[src/rtl/dmem_arbiter.sv]
// rtl/dmem_arbiter.sv - shares the data RAM port between the CPU MEM stage and a debug master
module dmem_arbiter #(
    parameter int DW         = 32,
    parameter int AW         = 32,
    parameter int STARVE_MAX = 4
) (
    input  logic          clk,
    input  logic          reset,
    input  logic          cpu_req,
    input  logic          cpu_we,
    input  logic [AW-1:0] cpu_addr,
    input  logic [DW-1:0] cpu_wdata,
    output logic [DW-1:0] cpu_rdata,
    output logic          cpu_stall,
    input  logic          dbg_valid,
    input  logic          dbg_we,
    input  logic [AW-1:0] dbg_addr,
    input  logic [DW-1:0] dbg_wdata,
    input  logic          dbg_lock,
    output logic          dbg_ready,
    output logic          dbg_rvalid,
    output logic [DW-1:0] dbg_rdata,
    output logic [AW-1:0] ram_a,
    output logic [DW-1:0] ram_d,
    output logic          ram_we,
    input  logic [DW-1:0] ram_spo
);

    localparam int CW = $clog2(STARVE_MAX + 1);
    localparam logic [CW-1:0] STARVE_LIM = CW'(STARVE_MAX);

    localparam logic [0:0] ARB  = 1'b0;
    localparam logic [0:0] LOCK = 1'b1;

    logic [0:0]    state;
    logic [CW-1:0] starve_cnt;
    logic          gnt_dbg;

    // Debug wins when the CPU is idle, when it has waited long enough, or while it holds the lock.
    always_comb begin
        gnt_dbg = 1'b0;
        if (!reset) begin
            if (state == LOCK) begin
                gnt_dbg = dbg_valid;
            end else begin
                gnt_dbg = dbg_valid && (!cpu_req || starve_cnt == STARVE_LIM);
            end
        end
    end

    assign dbg_ready = gnt_dbg;
    assign cpu_stall = !reset && cpu_req && (gnt_dbg || state == LOCK);
    assign ram_a     = gnt_dbg ? dbg_addr  : cpu_addr;
    assign ram_d     = gnt_dbg ? dbg_wdata : cpu_wdata;
    assign ram_we    = !reset && (gnt_dbg ? dbg_we : (cpu_req && cpu_we && !cpu_stall));
    assign cpu_rdata = ram_spo;

    always_ff @(posedge clk) begin
        if (reset) begin
            state      <= ARB;
            starve_cnt <= '0;
            dbg_rvalid <= 1'b0;
            dbg_rdata  <= '0;
        end else begin
            if (state == ARB) begin
                if (gnt_dbg && dbg_lock) begin
                    state <= LOCK;
                end
            end else if (!dbg_lock) begin
                state <= ARB;
            end

            // Restarting from zero after every grant guarantees the CPU a window between steals.
            if (gnt_dbg) begin
                starve_cnt <= '0;
            end else if (dbg_valid) begin
                if (starve_cnt != STARVE_LIM) begin
                    starve_cnt <= starve_cnt + CW'(1);
                end
            end else begin
                starve_cnt <= '0;
            end

            dbg_rvalid <= gnt_dbg && !dbg_we;
            if (gnt_dbg && !dbg_we) begin
                dbg_rdata <= ram_spo;
            end
        end
    end

endmodule
[config.mk]
export PLATFORM = sky130hd
export DESIGN_NAME = dmem_arbiter
export DESIGN_NICKNAME = d
export VERILOG_FILES = /design/src/rtl/dmem_arbiter.sv
export SDC_FILE = /design/constraint.sdc
export NUM_CORES = 1
export LEC_CHECK = 0
export CAP_MARGIN = 20
export CORE_AREA = 2 2 115 117
export DETAILED_ROUTE_END_ITERATION = 6
export DIE_AREA = 0 0 117 119
export PLACE_DENSITY = 0.66
export SYNTH_ARGS = -nofsm -noshare
export SYNTH_HDL_FRONTEND = slang
export SYNTH_SLANG_ARGS = --single-unit
[constraint.sdc]
create_clock -name clk -period 1.9 [get_ports clk]
set_input_delay 0.475 -clock clk [delete_from_list [all_inputs] [get_ports clk]]
set_output_delay 0.475 -clock clk [all_outputs]
set_load 0.1 [all_outputs]
==> out/results.ini, run 1 <==
[run_status]
status = complete, but fails checks
violations = setup timing

[critical_path]
arrival_ns = 1.94
startpoint_type = flop
cp-end-kind = output port
cp_max_fo = 6
critPathKind = reg2out
cp_data_required_time_ns = 1.42

[sta]
fin_skew_ns = 0.006911
fin_ws_ns = -0.5104
finalCritPeriodShare_pct = 126.9
fin_crit_ns = 2.410
setup_viol_count_final = 67
tns_ns = -31.06
drv_slew = 0
rsz0062_at_grt = true
relSlewSlack_pct = 75.68
finalHoldViolations = 0
worstMarginPinSlew_ns = 0.3648
fmax_mhz = 414.9

[synth]
synth-seq-cells = 37
synth_nets = 404
synth-main-ff-cell = dfxtp_1
yosysWarnings = 0
avgSynthCellArea_um2 = 10.98
synthCells = 235
synthArstFlopShare_pct = 0
yosysUniqueCellTypes = 22
syn_area_mm2 = 0.002580
seq_area_frac_synth_pct = 28.71
synth-edff-count = 0

[floorplan]
io_pins = 299
rows = 42
die-area_mm2 = 0.01392
start_util_pct = 20.04
chipWidth_um = 117
die_y_um = 119
coreArea_mm2 = 0.01287

[power_and_ir_drop]
p_seq_share_pct = 18.5
clkPwrFrac_pct = 20.9
p_leak_nw = 3.193
power_density_mw_per_mm2 = 605.1
pwr-share-comb_pct = 60.6
switching_share_pct = 42.79
p_int_w = 0.002580
power_switching_w = 0.001930
max-vdd-ir-drop_mv = 0.2922

[clocking]
cts-htree-levels = 2
clkTransAtPathRegs_ns = 0.05
cts_buffers = 5
clock_path_buffers = 2
cts_tree = yes
clock-root-buffer = clkbuf_16
cts.sinks = 37
clkLatencyLatePin_ns = 0.28

[finish]
fin_cells = 698
syn2layout_area_growth_pct = 188.9
fin_nets = 689
fill_cells = 1030
drive_gt1_share_pct = 52.59

[routing]
vias_per_cell = 4.117
first_pass_iters = 4
ant_nets = 0
drc = 0
drt-total-wl_um = 12830
vias = 2874
drt-initial-drc-count = 78
wl_per_cell_um = 18.38

[placed_design]
io_buffers = 298
dpl.hpwl_um = 10480
dp_cells = 675
post-place-ws_ns = -0.6690
gp_congestion = 0.7857

[global_routing]
grt_first_pass_wirelength_um = 18480
antenna_found_initial = 1
grt_pass1_vias = 3134
grt_overflow = 0
track_usage_pct = 17.63
grt_max_degree = 34

[min_path]
hold_class = reg2reg

[flow_run]
drv_cap = 0

==> stage by stage <==
step / instance area (µm²) / util [%] / hold WS [ns] / power [W]
after floorplan: 2785 / - / 0.4041 / 0.002407
after global placement: 7127 / 55.35 / 0.4877 / 0.003547
after detailed placement: 7127 / 55.35 / 0.5153 / 0.003560
after CTS: 7582 / 58.89 / 0.6024 / 0.004590
after global routing: 7453 / 57.89 / 0.6314 / 0.004643
final: 7453 / 57.89 / 0.5953 / 0.004510
==> cell type report <==
cell class | count | area [µm²] | area share [%]
clock inverter | 2 | 38.79 | 0.5204
multi-input combinational | 146 | 1684 | 22.60
antenna | 1 | 2.502 | 0.03357
timing repair buffer | 324 | 4613 | 61.89
tap | 176 | 220.2 | 2.955
inverter | 6 | 22.52 | 0.3022
clock buffer | 6 | 128.9 | 1.729
sequential | 37 | 743.2 | 9.971
==> worst max-delay path, stage by stage (launching register included) <==
cell and delay [ns]:
dfxtp_2 0.34, inv_2 0.04, ha_4 0.15, and2_4 0.14, o21a_4 0.22, buf_8 0.15, buf_12 0.14, mux2_4 0.31
buf_12 0.17
==> sequential cells by signal (all words and copies together), names as in the netlist <==
signal and flops:
dbg_rdata 32, dbg_rvalid 1, starve_cnt 3, state 1
==> cells in the final DEF (no fill, tap or decap), types with 2 or more instances in the layout <==
| cell | n |
|---|---|
| buf_12 | 137 |
| buf_16 | 2 |
| buf_4 | 16 |
| buf_6 | 2 |
| clkbuf_16 | 5 |
| clkdlybuf4s50_1 | 163 |
| dfxtp_1 | 35 |
| dfxtp_2 | 2 |
| dlygate4sd2_1 | 3 |
| inv_1 | 4 |
| inv_2 | 2 |
| mux2_2 | 40 |
| mux2_4 | 56 |
| nor2_1 | 4 |
| nor2b_1 | 32 |
==> timing repair <==
action	in CTS	in global routing
setup endpoints to repair	67	67
resized for setup	11	5
buffers inserted	14	3
cloned	5	0
pin swaps	0	2
hold buffers	0	0
==> power by group through the flow <==
stage               sequential [W]  clock (W)  combinational, W
floorplan                  0.00103          0           0.00138
global placement          0.000848          0           0.00270
detailed placement        0.000850          0           0.00271
CTS                       0.000832   0.000980           0.00278
global route              0.000835    0.00101           0.00280
finish                    0.000832   0.000944           0.00273
==> synth_stat cells (2+ instances only) <==
cell / count / area share [%]
ha_1: 2 / 0.97
mux2_4: 16 / 9.3
o211a_1: 2 / 0.78
clkbuf_1: 3 / 0.44
buf_2: 7 / 1.4
dfxtp_1: 37 / 29
nor2_1: 4 / 0.58
nor2b_1: 32 / 7.8
buf_6: 4 / 1.7
mux2_2: 80 / 35
inv_1: 6 / 0.87
buf_4: 32 / 9.3
==> layer usage <==
layer	track usage (%)	vias to the layer above	wire (µm)
met5	0	-	0
met4	5.294	0	316
met3	5.445	16	1272
met2	31.32	177	6429
met1	19.91	1337	4807
li1	-	1344	-
==> kinds of logic (layout without fill, tap and decap cells) <==
kind of cell             count (synthesis)  count (layout)  synth area share, %
buffers and inverters                   52             338                13.72
multiplexers                            97              97                44.62
adder cells (fa/ha/maj)                  2               2               0.9698
flip-flops                              37              37                28.71
other                                    0               1                    0
AND/OR/NAND/NOR                         43              43                10.43
AO/OA/AOI/OAI                            4               4                1.552
==> final timing paths <==
path	start	endpoint	slack (ns)	depth (start not counted)
setup / recovery	starve_cnt[1]	ram_a[25]	-0.51	8
hold / removal	starve_cnt[0]	starve_cnt[0]	0.60	3
setup reg to reg	starve_cnt[1]	dbg_rdata[20]	0.10	8
hold reg to reg	starve_cnt[0]	starve_cnt[0]	0.60	3
Note: power is estimated with default switching activity, not from simulation.
==> run 2, diff against run 1 <==
- SKIP_CTS_REPAIR_TIMING: unset -> 1
- clock period: 1.9 -> 2.1 ns (I/O delays scaled with it)
==> out/results.ini, run 2 (synthesis results as in run 1) <==
[clocking]
clock_path_buffers = 2  ; unchanged
clock-root-buffer = clkbuf_16
cts.sinks = 37  ; unchanged
cts_buffers = 5  ; unchanged
cts_tree = yes
clkTransAtPathRegs_ns = 0.06  ; about the same
cts-htree-levels = 2  ; unchanged
clkLatencyLatePin_ns = 0.28  ; about the same

[power_and_ir_drop]
clkPwrFrac_pct = 21.3  ; +0.4 points
p_seq_share_pct = 18.5  ; about the same
p_leak_nw = 3.078  ; -3.6%
pwr-share-comb_pct = 60.1  ; -0.5 points
power_density_mw_per_mm2 = 573.3  ; -5.3%
max-vdd-ir-drop_mv = 0.4280  ; +46%
switching_share_pct = 43.32  ; +0.53 points
p_int_w = 0.002265  ; -12%
power_switching_w = 0.001731  ; -10%

[sta]
finalHoldViolations = 0  ; unchanged
rsz0062_at_grt = true
drv_slew = 0  ; unchanged
fin_skew_ns = 0.004526  ; -0.002385 ns
fmax_mhz = 403.0
fin_ws_ns = -0.3812  ; +0.1292 ns
finalCritPeriodShare_pct = 118.2
relSlewSlack_pct = 76.35  ; +0.67 points
worstMarginPinSlew_ns = 0.3548  ; -0.01000 ns
setup_viol_count_final = 67  ; unchanged
fin_crit_ns = 2.481
fin_hold_ws_ns = 0.5119  ; -0.08344 ns

[finish]
largest_reg_flops = 32  ; unchanged
top_regs = dbg_rdata (32), starve_cnt (3)
drive_gt1_share_pct = 52.14  ; -0.45 points
fin_nets = 682  ; -1.0%
layout_commonest_cell = clkdlybuf4s50_1
fin_cells = 693  ; -0.72%
final_cell_mix = clkdlybuf4s50_1 (163), buf_12 (102), mux2_4 (57)
final_area_mm2 = 0.006970  ; -6.5%
fill_cells = 1093  ; +6.1%
syn2layout_area_growth_pct = 170.2
top_register = dbg_rdata

[critical_path]
critPathBufInv = 3  ; -1
path_cells = inv_2 > ha_4 > and2_4 > o21a_4 > clkbuf_16 > mux2_4 > buf_12
reg2reg_from = starve_cnt[1]
startpoint_type = flop
critical-path-top-delay-family = buffers and inverters
r2r_end = dbg_rdata[31]
cp-end-kind = output port
cp_max_fo = 7  ; +1
rr_worst_depth = 7  ; -1
r2r_slack_ns = 0.37  ; +0.27 ns
arrival_ns = 1.96  ; +0.02 ns
slowest_delay_ns = 0.34  ; about the same
cp_slowest_cell = dfxtp_2
cp_data_required_time_ns = 1.57  ; +0.15 ns
critPathKind = reg2out

[flow_run]
drv_cap = 0  ; unchanged

[placed_design]
dpl_cell_area_mm2 = 0.006701  ; -6.0%
dpl.hpwl_um = 10850  ; +3.6%
io_buffers = 298  ; unchanged
post-place-ws_ns = -0.6197  ; +0.04936 ns
gp_congestion = 0.8075  ; +2.8%
dp_cells = 678  ; +0.44%

[global_routing]
grt_max_degree = 34  ; unchanged
grt_pass1_vias = 3004  ; -4.1%
grt_first_pass_wirelength_um = 17320  ; -6.3%
antenna_found_initial = 2  ; +1
grt_overflow = 0  ; unchanged
track_usage_pct = 16.77  ; -0.86 points

[floorplan]
chipWidth_um = 117  ; unchanged
rows = 42  ; unchanged
coreArea_mm2 = 0.01287  ; unchanged
start_util_pct = 20.04  ; unchanged
die_y_um = 119  ; unchanged
die-area_mm2 = 0.01392  ; unchanged
io_pins = 299  ; unchanged

[min_path]
hold_class = reg2reg
min_path_cells = 2  ; -1
hold_end = starve_cnt[0]
hold_path_startpoint = starve_cnt[0]

[routing]
ant_nets = 0  ; unchanged
vias_per_cell = 4.017  ; -2.4%
wl_per_cell_um = 18.65  ; +1.5%
vias = 2784  ; -3.1%
drt-initial-drc-count = 64  ; -18%
first_pass_iters = 4  ; unchanged
drt-total-wl_um = 12920  ; +0.75%
drc = 0  ; unchanged

[run_status]
violations = setup timing
status = complete, but fails checks

[run 2: worst max-delay path by stage]
stage	start	to	slack (ns)	depth (start not counted)
floorplan	dbg_valid	ram_we	-0.36	6
global route	starve_cnt[1]	ram_a[24]	-0.44	7
finish	starve_cnt[1]	ram_a[24]	-0.38	7
CTS	dbg_valid	ram_a[3]	-0.63	6
detailed placement	reset	ram_a[3]	-0.62	6
global placement	reset	ram_a[5]	-0.61	6
[run 2: final cells by class]
cell class / count / area [µm²] / share of cell area (%)
inverter: 6 / 22.52 / 0.3231
timing repair buffer: 316 / 4118 / 59.07
tap: 176 / 220.2 / 3.159
clock inverter: 3 / 46.29 / 0.6642
multi-input combinational: 147 / 1688 / 24.21
sequential: 37 / 743.2 / 10.66
antenna: 3 / 7.507 / 0.1077
clock buffer: 5 / 125.1 / 1.795
[run 2: through the flow]
stage / TNS [ns] / total power, W / utilization, %
2_1_floorplan: -4.539 / 0.002178 / -
3_3_place_gp: -40.91 / 0.003138 / 52.05
3_5_place_dp: -41.78 / 0.003148 / 52.05
4_1_cts: -39.52 / 0.004027 / 53.38
5_1_grt: -25.90 / 0.004107 / 54.10
6_report: -21.63 / 0.003996 / 54.14
[run 2: layer usage]
metal	routed length, µm	share of wire (%)	global-route usage (%)	vias to the layer above
li1	-	-	-	1331
met1	4664	36	17.23	1269
met2	6769	52	31.61	168
met3	1237	9.6	5.700	16
met4	250	1.9	4.632	0
met5	0	0	0	-
[run 2: tightest hold or removal path, delay by kind of cell (launching register included)]
family,cells,cell delay [ns]
AND/OR/NAND/NOR,1,0.04
buffers and inverters,1,0.11
flip-flops,1,0.33
[run 2: power groups by stage]
stage / clock network [W] / logic, W / registers [W]
after global placement: 0 / 0.00238 / 0.000755
after global routing: 0.000909 / 0.00245 / 0.000744
after floorplan: 0 / 0.00125 / 0.000930
after detailed placement: 0 / 0.00239 / 0.000756
after CTS: 0.000885 / 0.00240 / 0.000741
final: 0.000853 / 0.00240 / 0.000741
==> run 3, diff against run 2 <==
- PLACE_DENSITY: 0.66 -> unset
- PLACE_DENSITY_LB_ADDON: unset -> 0.25
==> out/results.ini, run 3 (synthesis results as in run 1) <==
[run_status]
status = complete, but fails checks
violations = setup timing

[flow_run]
drv_cap = 0  ; unchanged

[sta]
fin_ws_ns = -0.3686  ; +0.01261 ns
drv_slew = 0  ; unchanged
rsz0062_at_grt = true
fmax_mhz = 405.1  ; +0.51%
fin_crit_ns = 2.469  ; -0.01261 ns
fin_skew_ns = 0.009349  ; +0.004822 ns
tns_ns = -21.64  ; -0.01000 ns
finalHoldViolations = 0  ; unchanged
worstMarginPinSlew_ns = 0.3700  ; +0.01513 ns
finalCritPeriodShare_pct = 117.6  ; -0.60 points
relSlewSlack_pct = 75.34  ; -1.0 points
setup_viol_count_final = 67  ; unchanged

[critical_path]
startpoint_type = flop
cp_data_required_time_ns = 1.57  ; about the same
critPathBufInv = 3  ; unchanged
cp-end-kind = output port
path_cells = inv_2 > ha_4 > and2_4 > o21a_4 > clkbuf_16 > mux2_4 > buf_12
rr_worst_depth = 7  ; unchanged
critPathKind = reg2out
critical-path-top-delay-family = buffers and inverters
cp_slowest_cell = dfxtp_2
slowest_delay_ns = 0.33  ; about the same
arrival_ns = 1.94  ; -0.02 ns
cp_max_fo = 7  ; unchanged
path_depth = 7  ; unchanged

[clocking]
clkTransAtPathRegs_ns = 0.06  ; about the same
cts_buffers = 5  ; unchanged
clock-root-buffer = clkbuf_16
cts_tree = yes
cts.sinks = 37  ; unchanged
clock_path_buffers = 2  ; unchanged
clkLatencyLatePin_ns = 0.28  ; about the same
cts-htree-levels = 2  ; unchanged

[min_path]
min_path_cells = 2  ; unchanged
hold_class = reg2reg

[global_routing]
grt_max_degree = 34  ; unchanged
grt_first_pass_wirelength_um = 17640  ; +1.8%
antenna_found_initial = 0  ; -2
track_usage_pct = 16.98  ; +0.20 points
grt_pass1_vias = 2881  ; -4.1%
grt_overflow = 0  ; unchanged

[finish]
top_register = dbg_rdata
largest_reg_flops = 32  ; unchanged
top_regs = dbg_rdata (32), starve_cnt (3)
fin_nets = 686  ; +0.59%
layout_commonest_cell = clkdlybuf4s50_1
final_cell_mix = clkdlybuf4s50_1 (163), buf_12 (103), mux2_4 (58)
fill_cells = 1075  ; -1.6%
drive_gt1_share_pct = 52.51  ; +0.37 points
final_area_mm2 = 0.007084  ; +1.6%
fin_cells = 694  ; +0.14%
n_antenna_cell = 0  ; -3
syn2layout_area_growth_pct = 174.6

[power_and_ir_drop]
max-vdd-ir-drop_mv = 0.3663  ; -14%
p_leak_nw = 3.123  ; +1.5%
power_density_mw_per_mm2 = 554.1  ; -3.3%

[floorplan]
io_pins = 299  ; unchanged
die_y_um = 119  ; unchanged
coreArea_mm2 = 0.01287  ; unchanged
start_util_pct = 20.04  ; unchanged
die-area_mm2 = 0.01392  ; unchanged
rows = 42  ; unchanged
chipWidth_um = 117  ; unchanged

[placed_design]
dp_cells = 676  ; -0.29%
dpl.hpwl_um = 10680  ; -1.6%
dpl_cell_area_mm2 = 0.006708  ; about the same
post-place-ws_ns = -0.6228  ; -0.003140 ns
gp_congestion = 0.7488  ; -7.3%
io_buffers = 298  ; unchanged

[routing]
drc = 0  ; unchanged
vias_per_cell = 4.134  ; +2.9%
drt-total-wl_um = 13460  ; +4.2%
wl_per_cell_um = 19.40  ; +4.0%
vias = 2869  ; +3.1%
first_pass_iters = 4  ; unchanged
drt-initial-drc-count = 42  ; -34%
ant_nets = 0  ; unchanged

-- run 3: cell types whose count changed in the layout (fill, tap and decap cells not counted), sizes merged --
cell    delta
clkinv     -1
inv        +2
diode      -3
clkbuf     +4
bufinv     -1
-- run 3: worst register-to-register path, cell delays in order, from the launching register on --
cell      delay, ns
dfxtp_2        0.33
inv_2          0.04
ha_4           0.15
and2_4         0.17
buf_4          0.14
o211ai_4       0.20
buf_12         0.23
mux2_2         0.39
-- run 3: path summary, 6_finish.rpt --
check / from / end / slack (ns)
worst max-delay path: starve_cnt[1] / ram_d[19] / -0.37
worst min register to register: starve_cnt[0] / starve_cnt[0] / 0.50
worst min-delay path: starve_cnt[0] / starve_cnt[0] / 0.50
worst max register to register: starve_cnt[1] / dbg_rdata[22] / 0.34
-- run 3: area by class of cell --
class                           instances  area [µm²]  share of cell area (%)
Timing Repair Buffer                  320        4234                   59.77
Multi-Input combinational cell        147        1714                   24.20
Sequential cell                        37       743.2                   10.49
Tap cell                              176       220.2                   3.108
Clock buffer                            5       125.1                   1.766
Clock inverter                          3       25.02                  0.3532
Inverter                                6       22.52                  0.3179
-- run 3: through the flow --
| stage | power [W] | util (%) | hold WS, ns |
|---|---|---|---|
| 2_1_floorplan | 0.002178 | - | 0.4041 |
| 3_3_place_gp | 0.003133 | 52.10 | 0.4875 |
| 3_5_place_dp | 0.003144 | 52.10 | 0.4993 |
| 4_1_cts | 0.003928 | 53.27 | 0.5081 |
| 5_1_grt | 0.004033 | 55.02 | 0.5347 |
| 6_report | 0.003926 | 55.02 | 0.5038 |
-- run 3: where the power goes --
| group | total [W] | leakage, nW | switching (W) | internal, W |
|---|---|---|---|---|
| combinational | 0.00242 | 2.75 | 0.00143 | 0.000993 |
| clock | 0.000762 | 0.0708 | 0.000314 | 0.000448 |
| sequential | 0.000740 | 0.302 | 0.0000118 | 0.000728 |
| total | 0.00393 | 3.12 | 0.00176 | 0.00217 |
-- run 3: routing by layer --
layer  up-vias  GRT usage (%)  wire length, µm
met1      1361          17.56             4698
met3        14          6.005             1303
li1       1340              -                -
met4         0          4.265              241
met2       154          31.90             7218
met5         -              0                0
